==> config.mk <==
export PLATFORM = sky130hd
export DESIGN_NAME = snn_run_sequencer
export DESIGN_NICKNAME = d
export VERILOG_FILES = /design/src/rtl/snn_run_sequencer.sv
export SDC_FILE = /design/constraint.sdc
export NUM_CORES = 1
export LEC_CHECK = 0
export CAP_MARGIN = 20
export CORE_UTILIZATION = 35
export DETAILED_ROUTE_END_ITERATION = 8
export GPL_ROUTABILITY_DRIVEN = 0
export SETUP_SLACK_MARGIN = 0.2
export SKIP_CTS_REPAIR_TIMING = 1
export SYNTH_ARGS = -nofsm -noshare
export SYNTH_HDL_FRONTEND = slang
export SYNTH_SLANG_ARGS = --single-unit
==> constraint.sdc <==
create_clock -name clk -period 2.7 [get_ports clk]
set_clock_uncertainty 0.05 [all_clocks]
set_input_delay 0.54 -clock clk [delete_from_list [all_inputs] [get_ports clk]]
set_output_delay 0.54 -clock clk [all_outputs]
set_load 0.01 [all_outputs]
==> src/rtl/snn_run_sequencer.sv <==
`default_nettype none
// ============================================================================
// Module   : snn_run_sequencer
// Function : Runs one inference of the 3-layer spiking network: loads the
//            input vector, executes N timesteps, counts output spikes and
//            picks the winning class by argmax.
// Options  : SNN_RUN_SEQUENCER_ABORT_EN adds an abort input.
// Revision : 1.0 - initial release
// ============================================================================
module snn_run_sequencer #(
    parameter int OUTPUTS       = 8,
    parameter int INPUT_BYTES   = 2,
    parameter int STEP_BITS     = 8,
    parameter int COUNT_BITS    = 8,
    parameter int SPIKE_LATENCY = 3
) (
    input  logic                          clk,
    input  logic                          reset,
`ifdef SNN_RUN_SEQUENCER_ABORT_EN
    input  logic                          abort,
`endif
    input  logic                          start,
    input  logic [STEP_BITS-1:0]          num_steps,
    output logic                          busy,
    input  logic                          in_valid,
    input  logic [7:0]                    in_data,
    output logic                          in_ready,
    output logic [7:0]                    net_data,
    output logic                          net_load,
    output logic                          net_execute,
    input  logic [OUTPUTS-1:0]            net_spikes,
    output logic                          done,
    output logic [$clog2(OUTPUTS)-1:0]    winner,
    output logic [COUNT_BITS-1:0]         winner_count,
    output logic [OUTPUTS*COUNT_BITS-1:0] counts
);

    localparam int c_WIN_W = $clog2(OUTPUTS);
    localparam int c_BI_W  = (INPUT_BYTES > 1) ? $clog2(INPUT_BYTES) : 1;
    localparam int c_DR_W  = (SPIKE_LATENCY > 0) ? $clog2(SPIKE_LATENCY + 1) : 1;

    localparam logic [c_BI_W-1:0]     c_LAST_BYTE  = c_BI_W'(INPUT_BYTES - 1);
    localparam logic [c_WIN_W-1:0]    c_LAST_IDX   = c_WIN_W'(OUTPUTS - 1);
    localparam logic [c_DR_W-1:0]     c_DRAIN_INIT = c_DR_W'(SPIKE_LATENCY);
    localparam logic [COUNT_BITS-1:0] c_CNT_MAX    = {COUNT_BITS{1'b1}};

    localparam logic [2:0] c_ST_IDLE   = 3'd0;
    localparam logic [2:0] c_ST_LOAD   = 3'd1;
    localparam logic [2:0] c_ST_RUN    = 3'd2;
    localparam logic [2:0] c_ST_DRAIN  = 3'd3;
    localparam logic [2:0] c_ST_ARGMAX = 3'd4;
    localparam logic [2:0] c_ST_DONE   = 3'd5;

    logic [2:0]                    r_state;
    logic [2:0]                    w_state_next;
    logic [STEP_BITS-1:0]          r_steps;
    logic [c_BI_W-1:0]             r_byte_idx;
    logic [c_DR_W-1:0]             r_drain;
    logic [c_WIN_W-1:0]            r_idx;
    logic [SPIKE_LATENCY-1:0]      r_vpipe;
    logic [7:0]                    r_net_data;
    logic                          r_net_load;
    logic                          r_net_execute;
    logic [c_WIN_W-1:0]            r_winner;
    logic [COUNT_BITS-1:0]         r_winner_count;
    logic [OUTPUTS*COUNT_BITS-1:0] r_counts;

    logic                          w_abort;
    logic                          w_accept;
    logic                          w_last_byte;
    logic [COUNT_BITS-1:0]         w_scan_cnt;

`ifdef SNN_RUN_SEQUENCER_ABORT_EN
    assign w_abort = abort && (r_state != c_ST_IDLE);
`else
    assign w_abort = 1'b0;
`endif

    assign w_accept    = in_valid && (r_state == c_ST_LOAD);
    assign w_last_byte = w_accept && (r_byte_idx == c_LAST_BYTE);
    assign w_scan_cnt  = r_counts[r_idx*COUNT_BITS +: COUNT_BITS];

    always_ff @(posedge clk) begin
        if (reset) begin
            r_state <= c_ST_IDLE;
        end else begin
            r_state <= w_state_next;
        end
    end

    always_comb begin
        w_state_next = r_state;
        case (r_state)
            c_ST_IDLE:   if (start) w_state_next = c_ST_LOAD;
            c_ST_LOAD:   if (w_last_byte) w_state_next = (r_steps == '0) ? c_ST_ARGMAX : c_ST_RUN;
            c_ST_RUN:    if (r_steps == STEP_BITS'(1)) w_state_next = c_ST_DRAIN;
            c_ST_DRAIN:  if (r_drain == '0) w_state_next = c_ST_ARGMAX;
            c_ST_ARGMAX: if (r_idx == c_LAST_IDX) w_state_next = c_ST_DONE;
            c_ST_DONE:   w_state_next = c_ST_IDLE;
            default:     w_state_next = c_ST_IDLE;
        endcase
        if (w_abort) w_state_next = c_ST_IDLE;
    end

    // net_execute is registered one cycle behind RUN, so DRAIN holds one
    // cycle beyond the spike latency before the scan reads final counts.
    always_ff @(posedge clk) begin
        if (reset) begin
            r_steps        <= '0;
            r_byte_idx     <= '0;
            r_drain        <= '0;
            r_idx          <= '0;
            r_vpipe        <= '0;
            r_net_data     <= '0;
            r_net_load     <= 1'b0;
            r_net_execute  <= 1'b0;
            r_winner       <= '0;
            r_winner_count <= '0;
            r_counts       <= '0;
        end else begin
            r_net_load    <= 1'b0;
            r_net_execute <= (r_state == c_ST_RUN);
            r_vpipe       <= (r_vpipe << 1) | SPIKE_LATENCY'(r_net_execute);
            r_drain       <= c_DRAIN_INIT;
            r_idx         <= '0;

            for (int i = 0; i < OUTPUTS; i++) begin
                if (r_vpipe[SPIKE_LATENCY-1] && net_spikes[i] &&
                    (r_counts[i*COUNT_BITS +: COUNT_BITS] != c_CNT_MAX)) begin
                    r_counts[i*COUNT_BITS +: COUNT_BITS] <=
                        r_counts[i*COUNT_BITS +: COUNT_BITS] + COUNT_BITS'(1);
                end
            end

            case (r_state)
                c_ST_IDLE: begin
                    if (start) begin
                        r_steps        <= num_steps;
                        r_byte_idx     <= '0;
                        r_counts       <= '0;
                        r_winner       <= '0;
                        r_winner_count <= '0;
                    end
                end
                c_ST_LOAD: begin
                    if (w_accept) begin
                        r_net_data <= in_data;
                        r_net_load <= 1'b1;
                        r_byte_idx <= r_byte_idx + c_BI_W'(1);
                    end
                end
                c_ST_RUN: begin
                    r_steps <= r_steps - STEP_BITS'(1);
                end
                c_ST_DRAIN: begin
                    r_drain <= r_drain - c_DR_W'(1);
                end
                c_ST_ARGMAX: begin
                    // strict compare keeps the lowest index on ties
                    if (w_scan_cnt > r_winner_count) begin
                        r_winner       <= r_idx;
                        r_winner_count <= w_scan_cnt;
                    end
                    r_idx <= r_idx + c_WIN_W'(1);
                end
                default: begin
                end
            endcase

            if (w_abort) begin
                r_net_load     <= 1'b0;
                r_net_execute  <= 1'b0;
                r_vpipe        <= '0;
                r_counts       <= '0;
                r_winner       <= '0;
                r_winner_count <= '0;
            end
        end
    end

    assign busy         = (r_state != c_ST_IDLE);
    assign in_ready     = (r_state == c_ST_LOAD);
    assign done         = (r_state == c_ST_DONE);
    assign net_data     = r_net_data;
    assign net_load     = r_net_load;
    assign net_execute  = r_net_execute;
    assign winner       = r_winner;
    assign winner_count = r_winner_count;
    assign counts       = r_counts;

endmodule
`default_nettype wire

### Word-level counts from Yosys, hierarchy flattened

Index checks and enable logic that the tools add are counted.

* $add $sub $neg: 12
* multipliers: 0
* div/mod/pow operators: 0
* $lt $le $gt $ge: 1
* eq/ne operators: 22
* shifts and indexed selects: 1
* mux-type cells: 30
* bitwise logic cells: 3
* reduce and logical (&&, ||, !) cells: 32

Operator list (number)
* $mux W64: 2
* $mux W8: 11
* $add A8 B1 Y8 const B: 8
* $ne A8 B8 Y1 const B: 8
* $shiftx A64 B7 Y8: 1
* $pmux W8 S2: 2
* $mux W3: 8
* $logic_and A1 B1 Y1: 18
* $pmux W3 S5: 1
* $ne A2 B2 Y1 const B: 5
* $eq A3 B3 Y1 const B: 3
* $eq A8 B1 Y1 const B: 1
* $gt A8 B8 Y1: 1
* $logic_not A8 Y1: 1
* $sub A8 B1 Y8 const B: 1
* $eq A3 B2 Y1 const B: 2
* $pmux W3 S2: 1
* $reduce_and A3 Y1: 2
* $reduce_bool A2 Y1: 3
* $reduce_and A5 Y1: 1
* $ne A2 B1 Y1 const B: 2
* $reduce_and A2 Y1: 2
* $reduce_or A2 Y1: 2
* $add A3 B1 Y3 const B: 1
* 11 further kinds: 14

* register bits: 105
* latch bits: 0
* memory bits (writable): 0
* memory bits (read-only): 0
* output and inout port bits: 88
* word-level logic and storage cells: 113
* memories kept: 0

### Logic depth before layout (Yosys ltp)

Gate-level depths: netlist of run 1.

* depth in word-level cells: 5
* mapped depth: 11
* mapped depth without buffers: 8

### Least setup slack after synthesis of run 1

Ideal clock, no wire load.

* path kind: reg-to-reg
* from: register r_idx[0]
* to: register r_winner_count[0] (netlist: winner_count[0])
* setup time: 0.117 ns
* arrival: 2.808 ns
* slack: -0.275 ns
* stages on the path, launching flop included: 12
* path through: dfxtp_1 buf_6 buf_12 mux4_2 mux2_2 ha_1 and4_1 nand2b_1 a41o_1 or2_1 buf_4 o22a_1

* longest elaborated chain between the ends: 4
* elaborated cells on any way between the ends: 6

Ends and longest elaborated chain
* from (decl): RTL line 59 `logic [c_WIN_W-1:0] r_idx;`
* from (signal assigned): RTL line 164 `r_idx <= r_idx + c_WIN_W'(1);`
* $shiftx A64 B7 Y8 *: RTL line 81 `assign w_scan_cnt = r_counts[r_idx*COUNT_BITS +: COUNT_BITS];`
* $gt A8 B8 Y1: RTL line 160 `if (w_scan_cnt > r_winner_count) begin`
* $ne A2 B2 Y1 (no source line)
* $reduce_and A3 Y1 (no source line)
* to (signal assigned): RTL line 162 `r_winner_count <= w_scan_cnt;`
* to (decl): RTL line 65 `logic [COUNT_BITS-1:0] r_winner_count;`

Mark *: on every way between the ends. The rest lies on a longest branch, timed or not. The select of a mux whose other input is x is not followed.
A chain may end at the register's enable or synchronous reset.

### Worst setup path after layout of run 1

* from: register r_idx[0]
* to: register r_winner_count[4] (netlist: winner_count[4])

Same word-level chain as after synthesis.

==> metrics.md, run 1 <==
| Metric | Value |
|---|---|
| Post-synth cell types | 56 |
| CP Buf/Inv Count | 3 |
| Synth top area share | 39.03% |
| Top Metal Used | met4 |
| Final period utilization | 110.7% |
| Worst Setup Start Kind | register |
| Worst-Margin Slew | 660.9 ps |
| Rows | 44 |
| RSZ-0062 raised after global routing | yes |
| CP required | 2900 ps |
| FMAX | 334.6 MHz |
| GRT Resource Usage Total | 19.71% |
| Setup WS post-layout | -288.6 ps |
| Max_cap viols | 0 |
| Critical-path top delay cell | mux4_2 |
| Yosys warns | 0 |
| Share of cells above drive strength 1 | 18.03% |
| Cell Area, Synth | 5385 um^2 |
| Via count | 5,010 |
| Worst-skew pair later-pin latency | 360 ps |
| DRT met1 WL | 7397 um |
| CP most frequent cell | buf_4 |
| First-pass GRT wire length | 24,920 um |
| Antenna violation net count after detailed routing | 0 |
| TritonRoute pass-1 iters | 4 |
| # nets final | 815 |
| Die Span Y | 126.0 um |
| Largest net degree at the start of global routing | 37 |
| WL/cell | 15.91 um |
| Worst path top cell family by delay | multiplexers |
| I/O Pins | 116 |
| Post-Synthesis Mean Instance Area | 9.158 um^2 |
| Top FF cell, synth | dfxtp_1 |
| CTS tree | built |
| CP Class | reg2reg |
| Slew headroom | 55.88% |
| H-tree depth | 3 |
| Port bufs | 115 |
| Failing checks | setup timing |
| Final worst path period need | 2989 ps |
| CTS buffer count | 9 |
| PwrDens | 635.6 nW/um^2 |
| Final hold vios | 0 |
| Cell taking the most area after synthesis | dfxtp_1 |
| Hold WS | 388.8 ps |
| DRT iter0 DRCs | 268 |
| Multiplexer share of the synthesized area | 10.39% |
| DIE WIDTH | 126.0 um |
| Leak Pwr | 2.898 nW |
| Post-DP HPWL | 11,730 um |
| Routed wire length | 15,200 um |
| Ys async rst share | 0% |
| Vias in the first global route | 4,893 |
| Routed vias/inst | 5.246 |
| Root buf cell | clkbuf_16 |
| Antenna Cells | 0 |
| Metal2 WL | 6821 um |
| Post-synth top cells | dfxtp_1, nor2_1, nand2_1 |
| Top-count cell post-synth | dfxtp_1 |
| Initial core utilization | 36.50% |
| DRC | 0 |
| Pwr Total | 4.896 mW |
| Synthesis-stage register bit count | 105 |
| Syn-to-layout area delta | 43.03% |
| Crit-path max cell delay | 490 ps |
| Max clock buf depth | 2 |
| Final setup fails | 11 |
| Met3 wire length | 703 um |
| Run status | finished with violations |
| Die Area | 15,890 um^2 |
| Post-Synthesis Cells | 588 |
| CP max FO | 8 |
| Peak VDD IR | 0.3616 mV |
| Seq/Total Area, Yosys | 39.03% |
| Post-Synth Adder-Cell Area | 4.879% |
| Max Slew Vio Count | 0 |
| Synth top area cells | dfxtp_1, ha_1, nor2_1, nand2_1, mux4_1 |
| Worst Setup End Kind | register |
| Clock Pin Slew Worst Setup and Hold Paths | 70 ps |
| Post-synthesis compound-gate area fraction | 13.13% |
| Xor/xnor share of the synthesized area | 5.367% |
| Worst Hold Class | reg2reg |
| Cell chain of the critical path | buf_8, mux4_2, mux2_4, ha_4, nor2b_4, o211ai_1, a2111oi_4, buf_4, nor3_2, buf_4, o22a_1 |
| Syn nets | 637 |
| Sink Count | 105 |
| Crit path DAT | 3190 ps |
| Core area | 14,750 um^2 |
| Number of synthesized flops with an enable pin | 0 |
| Post-Synth Simple-Gate Area | 23.23% |
| Antenna violations before repair | 0 |
| Fin util | 52.20% |
| Main combinational cell family by area after synthesis | simple AND/OR/NAND/NOR gates |
| Total global routing overflow | 0 |
metrics by stage:
stage               instances  TNS, ps  setup WS, ps  instance area, um^2
global placement          938    -2374        -235.7                 7283
detailed placement        938    -3257        -322.2                 7283
global route              955    -4010        -388.5                 7702
finish                    955    -2857        -288.6                 7702
CTS                       954    -3715        -368.8                 7634
floorplan                 588    -1454        -171.2                 5440
routing by layer:
| layer | track usage (%) | up-vias |
|---|---|---|
| li1 | - | 2487 |
| met1 | 26.38 | 2385 |
| met2 | 31.33 | 122 |
| met3 | 4.460 | 16 |
| met4 | 6.520 | 0 |
| met5 | 0 | - |
worst register-to-register path, delay by kind of cell, from the launching register on:
kind                     cells  cell delay (ps)
multiplexers                 2              790
buffers and inverters        3              480
AND/OR/NAND/NOR              2              170
AO/OA/AOI/OAI                3              720
flip-flops                   1              390
adder cells (fa/ha/maj)      1              270
cell families after synthesis:
family                   Yosys count
AO/OA/AOI/OAI                    105
XOR/XNOR                          33
adder cells (fa/ha/maj)           21
buffers and inverters             43
flip-flops                       105
multiplexers                      32
AND/OR/NAND/NOR                  249
cell type report:
class,instances,area (um^2)
Fill cell,1365,7052
Timing Repair Buffer,193,1789
Tap cell,184,230.2
Sequential cell,105,2107
Clock buffer,9,225.2
Clock inverter,7,125.1
Multi-Input combinational cell,440,3162
Inverter,17,63.81
state kept, by name (all words and copies together) (netlist names):
signal	flops
r_idx	3
counts	64
r_vpipe	3
net_execute	1
r_byte_idx	1
winner	3
r_steps	8
net_data	8
r_state	3
winner_count	8
r_drain	2
net_load	1
cell usage in the layout, fill, tap and decap left out, drive strengths merged, types with 9 or more instances in the layout:
cell / count
ha: 21
clkbuf: 9
o21ai: 21
mux4: 16
buf: 78
nand2: 58
xor2: 12
nor2b: 15
and3: 12
nor2: 67
nor3: 23
nor3b: 9
nand3: 23
xnor2: 21
a21oi: 29
a31oi: 13
or3: 9
inv: 19
nor4: 10
clkdlybuf4s50: 115
dfxtp: 105
mux2i: 9
power breakdown:
group          switching [mW]  internal, mW
logic                   0.765         0.708
registers               0.186          1.71
clock network           0.611         0.916
total                    1.56          3.33
final timing paths:
path	from	to	cells after the start	slack, ps
min reg2reg	r_vpipe[0]	r_vpipe[1]	1	390
max	r_idx[0]	winner_count[4]	11	-290
max reg2reg	r_idx[0]	winner_count[4]	11	-290
min	r_vpipe[0]	r_vpipe[1]	1	390
Power figures use the tool's default switching activity.
==> run 2, diff against run 1 <==
Settings changed: SKIP_LAST_GASP from default to 1.
==> run 2 against run 1 <==
The flow still finishes with violations (setup timing); combinational power barely moved; clock-buffer cell count did not move; sequential cell count did not move; sequential power barely moved; register-to-register slack barely moved; first-iteration DRC count fell by 1.5%.
==> metrics.md, run 2 (synthesis results as in run 1) <==
| Metric | Value |
|---|---|
| Initial core utilization | 36.50% (unchanged) |
| RSZ-0062 raised after global routing | yes |
| Largest net degree at the start of global routing | 37 (unchanged) |
| CTS tree | built |
| Placed Area | 7283 um^2 (unchanged) |
| Die Area | 15,890 um^2 (unchanged) |
| Via count | 5,009 (-0.020%) |
| Design area | 7691 um^2 (-0.15%) |
| Levels on crit path | 11 (unchanged) |
| Max clock buf depth | 2 (unchanged) |
| I/O Pins | 116 (unchanged) |
| Max reg flops | 64 (unchanged) |
| Antenna Cells | 0 (unchanged) |
| Port bufs | 115 (unchanged) |
| Worst-Margin Slew | 667.9 ps (+6.921 ps) |
| Antenna violations before repair | 0 (unchanged) |
| FMAX | 334.6 MHz (about the same) |
| DRC | 0 (unchanged) |
| Antenna violation net count after detailed routing | 0 (unchanged) |
| Leak Pwr | 2.893 nW (-0.16%) |
| Failing checks | setup timing |
| Root buf cell | clkbuf_16 |
| Worst-skew pair later-pin latency | 350 ps (about the same) |
| Crit path DAT | 3190 ps (about the same) |
| Cell chain of the critical path | buf_8, mux4_2, mux2_4, ha_4, nor2b_4, o211ai_1, a2111oi_4, buf_4, nor3_2, buf_4, o22a_1 |
| Final period utilization | 110.7% (about the same) |
| # nets final | 815 (unchanged) |
| Syn-to-layout area delta | 42.82% |
| CP Buf/Inv Count | 3 (unchanged) |
| Slew headroom | 55.41% (-0.46 points) |
| Final setup fails | 11 (unchanged) |
| TritonRoute pass-1 iters | 4 (unchanged) |
| Run status | finished with violations |
| Most common cell after layout, fill and taps aside | clkdlybuf4s50_1 |
| Crit-path max cell delay | 490 ps (about the same) |
| Worst hold stages | 1 (unchanged) |
| CP most frequent cell | buf_4 |
| Critical-path top delay cell | mux4_2 |
| Final worst path period need | 2988 ps (-0.1820 ps) |
| Setup WS post-layout | -288.4 ps (+0.1820 ps) |
| WL/cell | 15.96 um (+0.32%) |
| DRT iter0 DRCs | 264 (-1.5%) |
| Final hold vios | 0 (unchanged) |
| Sink Count | 105 (unchanged) |
| CP required | 2900 ps (about the same) |
| Max Slew Vio Count | 0 (unchanged) |
| CTS buffer count | 9 (unchanged) |
| Rows | 44 (unchanged) |
| CP Class | reg2reg |
| Worst Setup Start Kind | register |
| Post-DP HPWL | 11,730 um (unchanged) |
| CP max FO | 8 (unchanged) |
| Worst Hold Class | reg2reg |
| Core area | 14,750 um^2 (unchanged) |
| Routed vias/inst | 5.245 (about the same) |
| Clock Pin Slew Worst Setup and Hold Paths | 70 ps (about the same) |
| GRT Resource Usage Total | 19.71% (unchanged) |
| DIE WIDTH | 126.0 um (unchanged) |
| PwrDens | 635.5 nW/um^2 (about the same) |
| R2r setup slk | -290 ps (about the same) |
| Die Span Y | 126.0 um (unchanged) |
| FILL cells | 1,364 (-0.073%) |
| Most frequent cells in the layout | clkdlybuf4s50_1, dfxtp_1, buf_4 |
| Peak VDD IR | 0.3591 mV (-0.70%) |
| Fin util | 52.13% (-0.076 points) |
| First-pass GRT wire length | 24,920 um (unchanged) |
| Worst path top cell family by delay | multiplexers |
| Routed wire length | 15,250 um (+0.32%) |
| Worst Setup End Kind | register |
| Share of cells above drive strength 1 | 17.77% (-0.26 points) |
| Total global routing overflow | 0 (unchanged) |
| Max_cap viols | 0 (unchanged) |
| FF-to-FF path depth | 11 (unchanged) |
| H-tree depth | 3 (unchanged) |
| Vias in the first global route | 4,893 (unchanged) |
[run 2: cell counts in the layout (fill, tap and decap cells not counted)]
No cell type changed its count.
[run 2: worst register-to-register path, delay by kind of cell, from the launching register on]
family | cells | cell delay (ps)
flip-flops | 1 | 390
buffers and inverters | 3 | 480
AO/OA/AOI/OAI | 3 | 720
adder cells (fa/ha/maj) | 1 | 270
AND/OR/NAND/NOR | 2 | 170
multiplexers | 2 | 790
[run 2: report_power, final]
part           total (mW)  switching (mW)  internal, mW
Combinational        1.46           0.761         0.704
Clock                1.53           0.611         0.916
Sequential           1.90           0.187          1.71
[run 2: metal layers]
| layer | wire (um) | GRT usage (%) | up-vias |
|---|---|---|---|
| met5 | 0 | 0 | - |
| met4 | 272 | 6.520 | 0 |
| met3 | 696 | 4.460 | 16 |
| met2 | 6870 | 31.33 | 121 |
| met1 | 7407 | 26.38 | 2384 |
| li1 | - | - | 2488 |
[run 2: path summary, 6_finish.rpt]
path / from / end
min: r_vpipe[0] / r_vpipe[1]
min reg2reg: r_vpipe[0] / r_vpipe[1]
max: r_idx[0] / winner_count[4]
max reg2reg: r_idx[0] / winner_count[4]
[run 2: layout make-up]
type                       instances  area (um^2)  share of cell area, %
sequential                       105         2107                  27.40
clock inverter                     7        125.1                  1.627
multi-input combinational        440         3154                  41.01
tap                              184        230.2                  2.993
timing repair buffer             193         1785                  23.21
inverter                          17        63.81                 0.8297
clock buffer                       9        225.2                  2.928
[run 2: stage by stage]
step	setup WS [ps]	hold WS [ps]	total power, mW	TNS (ps)	instances
3_3_place_gp	-235.7	381.5	3.269	-2374	938
5_1_grt	-388.5	401.9	5.165	-4055	955
3_5_place_dp	-322.2	372.3	3.318	-3257	938
4_1_cts	-368.8	390.0	4.860	-3715	954
2_1_floorplan	-171.2	363.8	2.831	-1454	588
6_report	-288.4	388.8	4.888	-2878	955
==> run 3, diff against run 2 <==
Settings changed: CTS_BUF_LIST from default to sky130_fd_sc_hd__clkbuf_8 sky130_fd_sc_hd__clkbuf_16, RECOVER_POWER from default to 50.
Clock period 2.7 ns to 3.3 ns, I/O delays scaled along.
==> run 3 against run 2 <==
The run now ends clean; maximum frequency down 1.0%; wire length down 3.0%; combinational power down 30%; register-to-register slack gained 570 ps; clock-buffer cell count stayed put; non-clock buffer count shrank 66; clock power fell by 22%; via count is 4.7% lower; final area down 8.2%; worst setup slack improved by 570 ps; critical endpoint is now winner_count[3]; largest cell class unchanged.
==> metrics.md, run 3 (synthesis results as in run 1) <==
| Metric | Value |
|---|---|
| PwrDens | 532.3 nW/um^2 (-16%) |
| Design area | 7058 um^2 (-8.2%) |
| Final period utilization | 91.47% (-19 points) |
| Largest net degree at the start of global routing | 51 (+38%) |
| Via count | 4,776 (-4.7%) |
| Port bufs | 115 (unchanged) |
| Worst-Margin Slew | 1049 ps (+381.2 ps) |
| Total global routing overflow | 0 (unchanged) |
| CTS tree | built |
| H-tree depth | 3 (unchanged) |
| Max Slew Vio Count | 0 (unchanged) |
| Worst-skew pair later-pin latency | 360 ps (about the same) |
| Max reg flops | 64 (unchanged) |
| Vias in the first global route | 4,600 (-6.0%) |
| WL/cell | 16.63 um (+4.2%) |
| Initial core utilization | 36.50% (unchanged) |
| Crit Reg-Reg Endpoint | winner_count[3] |
| FF-to-FF path depth | 9 (-2) |
| DRT iter0 DRCs | 255 (-3.4%) |
| FMAX | 331.3 MHz (-1.0%) |
| Hold WS | 403.5 ps (+14.69 ps) |
| Share of cells above drive strength 1 | 7.801% (-10 points) |
| # nets final | 749 (-8.1%) |
| Clock Pin Slew Worst Setup and Hold Paths | 80 ps (about the same) |
| Critical-path top delay cell | mux4_1 |
| Clock Power Share | 31.5% (+0.3 points) |
| Antenna violations before repair | 0 (unchanged) |
| GRT Resource Usage Total | 19.11% (-0.60 points) |
| Worst hold stages | 2 (+1) |
| DIE WIDTH | 126.0 um (unchanged) |
| Peak VDD IR | 0.2939 mV (-18%) |
| TritonRoute pass-1 iters | 4 (unchanged) |
| DRC | 0 (unchanged) |
| Routed vias/inst | 5.372 (+2.4%) |
| Most frequent cells in the layout | dfxtp_1, clkdlybuf4s50_1, nor2_1 |
| Worst R2R Start | r_idx[0] |
| Sink Count | 105 (unchanged) |
| Syn-to-layout area delta | 31.06% |
| Root buf cell | clkbuf_16 |
| Crit path DAT | 3220 ps (+30 ps) |
| Most common cell after layout, fill and taps aside | dfxtp_1 |
| Share of power burned in registers | 41.3% (+2.5 points) |
| Core area | 14,750 um^2 (unchanged) |
| Worst Setup Start Kind | register |
| Routed wire length | 14,790 um (-3.0%) |
| Die Area | 15,890 um^2 (unchanged) |
| Worst Hold Class | reg2reg |
| I/O Pins | 116 (unchanged) |
| CTS buffer count | 9 (unchanged) |
| R2r setup slk | 280 ps (+570 ps) |
| Sw frac | 32.82% (+0.93 points) |
| Antenna Cells | 0 (unchanged) |
| Leak Pwr | 2.616 nW (-9.6%) |
| Crit-path max cell delay | 540 ps (+50 ps) |
| Setup TNS | 0 ps (+2878 ps) |
| Run status | complete, no violations |
| Max_cap viols | 0 (unchanged) |
| RSZ-0062 raised after global routing | yes |
| Slew headroom | 30.06% (-25 points) |
| Die Span Y | 126.0 um (unchanged) |
| Final setup fails | 0 (-11) |
| Post-DP HPWL | 10,970 um (-6.4%) |
| P_sw | 1.233 mW (-21%) |
| Int Power | 2.524 mW (-24%) |
| CP max FO | 11 (+3) |
| Hold EP | net_data[6] |
| Comb power frac | 27.2% (-2.8 points) |
| Final hold vios | 0 (unchanged) |
| Worst Setup End Kind | register |
| Antenna violation net count after detailed routing | 0 (unchanged) |
| CP Class | reg2reg |
| Rows | 44 (unchanged) |
| Hold_sp | net_data[6] |
| Cell chain of the critical path | buf_12, mux4_1, mux2_2, ha_1, nand4_1, nand2b_1, a41o_1, or2_4, o22a_1 |
| First-pass GRT wire length | 23,900 um (-4.1%) |
| Placed Area | 6711 um^2 (-7.9%) |
| CP required | 3500 ps (+600 ps) |
| Max clock buf depth | 2 (unchanged) |
| Final worst path period need | 3019 ps (+30.21 ps) |
[run 3: critical path: cells and delay by family (launching register included)]
family / cells / cell delay [ps]
fa+ha+maj: 1 / 330
mux: 2 / 840
flops: 1 / 380
simple gates: 3 / 640
compound gates: 2 / 510
buf+inv: 1 / 140
[run 3: final cells by class]
type / count / area [um^2]
Fill cell: 1396 / 7696
Multi-Input combinational cell: 440 / 3072
Sequential cell: 105 / 2103
Timing Repair Buffer: 127 / 1264
Tap cell: 184 / 230.2
Clock buffer: 9 / 225.2
Clock inverter: 7 / 100.1
Inverter: 17 / 63.81
[run 3: per-layer routing]
metal  vias to the layer above  part of all wire [%]  track usage, %  wire length, um
met3                        29                   6.1           5.607              907
met5                         -                     0               0                0
met1                      2244                    47           24.48             6912
met4                         0                   2.2           7.016              329
li1                       2350                     -               -                -
met2                       153                    45           30.39             6636
[run 3: how the worst max path moves through the flow]
stage                  start              end  slack [ps]  cells after the start
global route        r_idx[0]  winner_count[3]         180                      9
CTS                 r_idx[0]  winner_count[3]         140                      9
finish              r_idx[0]  winner_count[3]         280                      9
floorplan           r_idx[0]  winner_count[0]         320                     11
detailed placement  r_idx[0]  winner_count[3]         200                      9
global placement    r_idx[0]  winner_count[4]         270                      9
[run 3: stage by stage]
| stage | std cells | utilization [%] | worst slack, ps | power (mW) |
|---|---|---|---|---|
| floorplan | 588 | - | 324.8 | 2.285 |
| global placement | 870 | 45.49 | 265.8 | 2.593 |
| detailed placement | 870 | 45.49 | 198.7 | 2.628 |
| CTS | 886 | 47.69 | 141.8 | 3.821 |
| global route | 889 | 47.84 | 182.8 | 3.973 |
| finish | 889 | 47.84 | 281.4 | 3.757 |
[run 3: power by group through the flow]
stage	Combinational [mW]	Sequential (mW)	Clock (mW)
4_1_cts	1.05	1.55	1.22
5_1_grt	1.14	1.58	1.26
2_1_floorplan	0.745	1.54	0
6_report	1.02	1.55	1.19
3_5_place_dp	1.05	1.58	0
3_3_place_gp	1.02	1.57	0
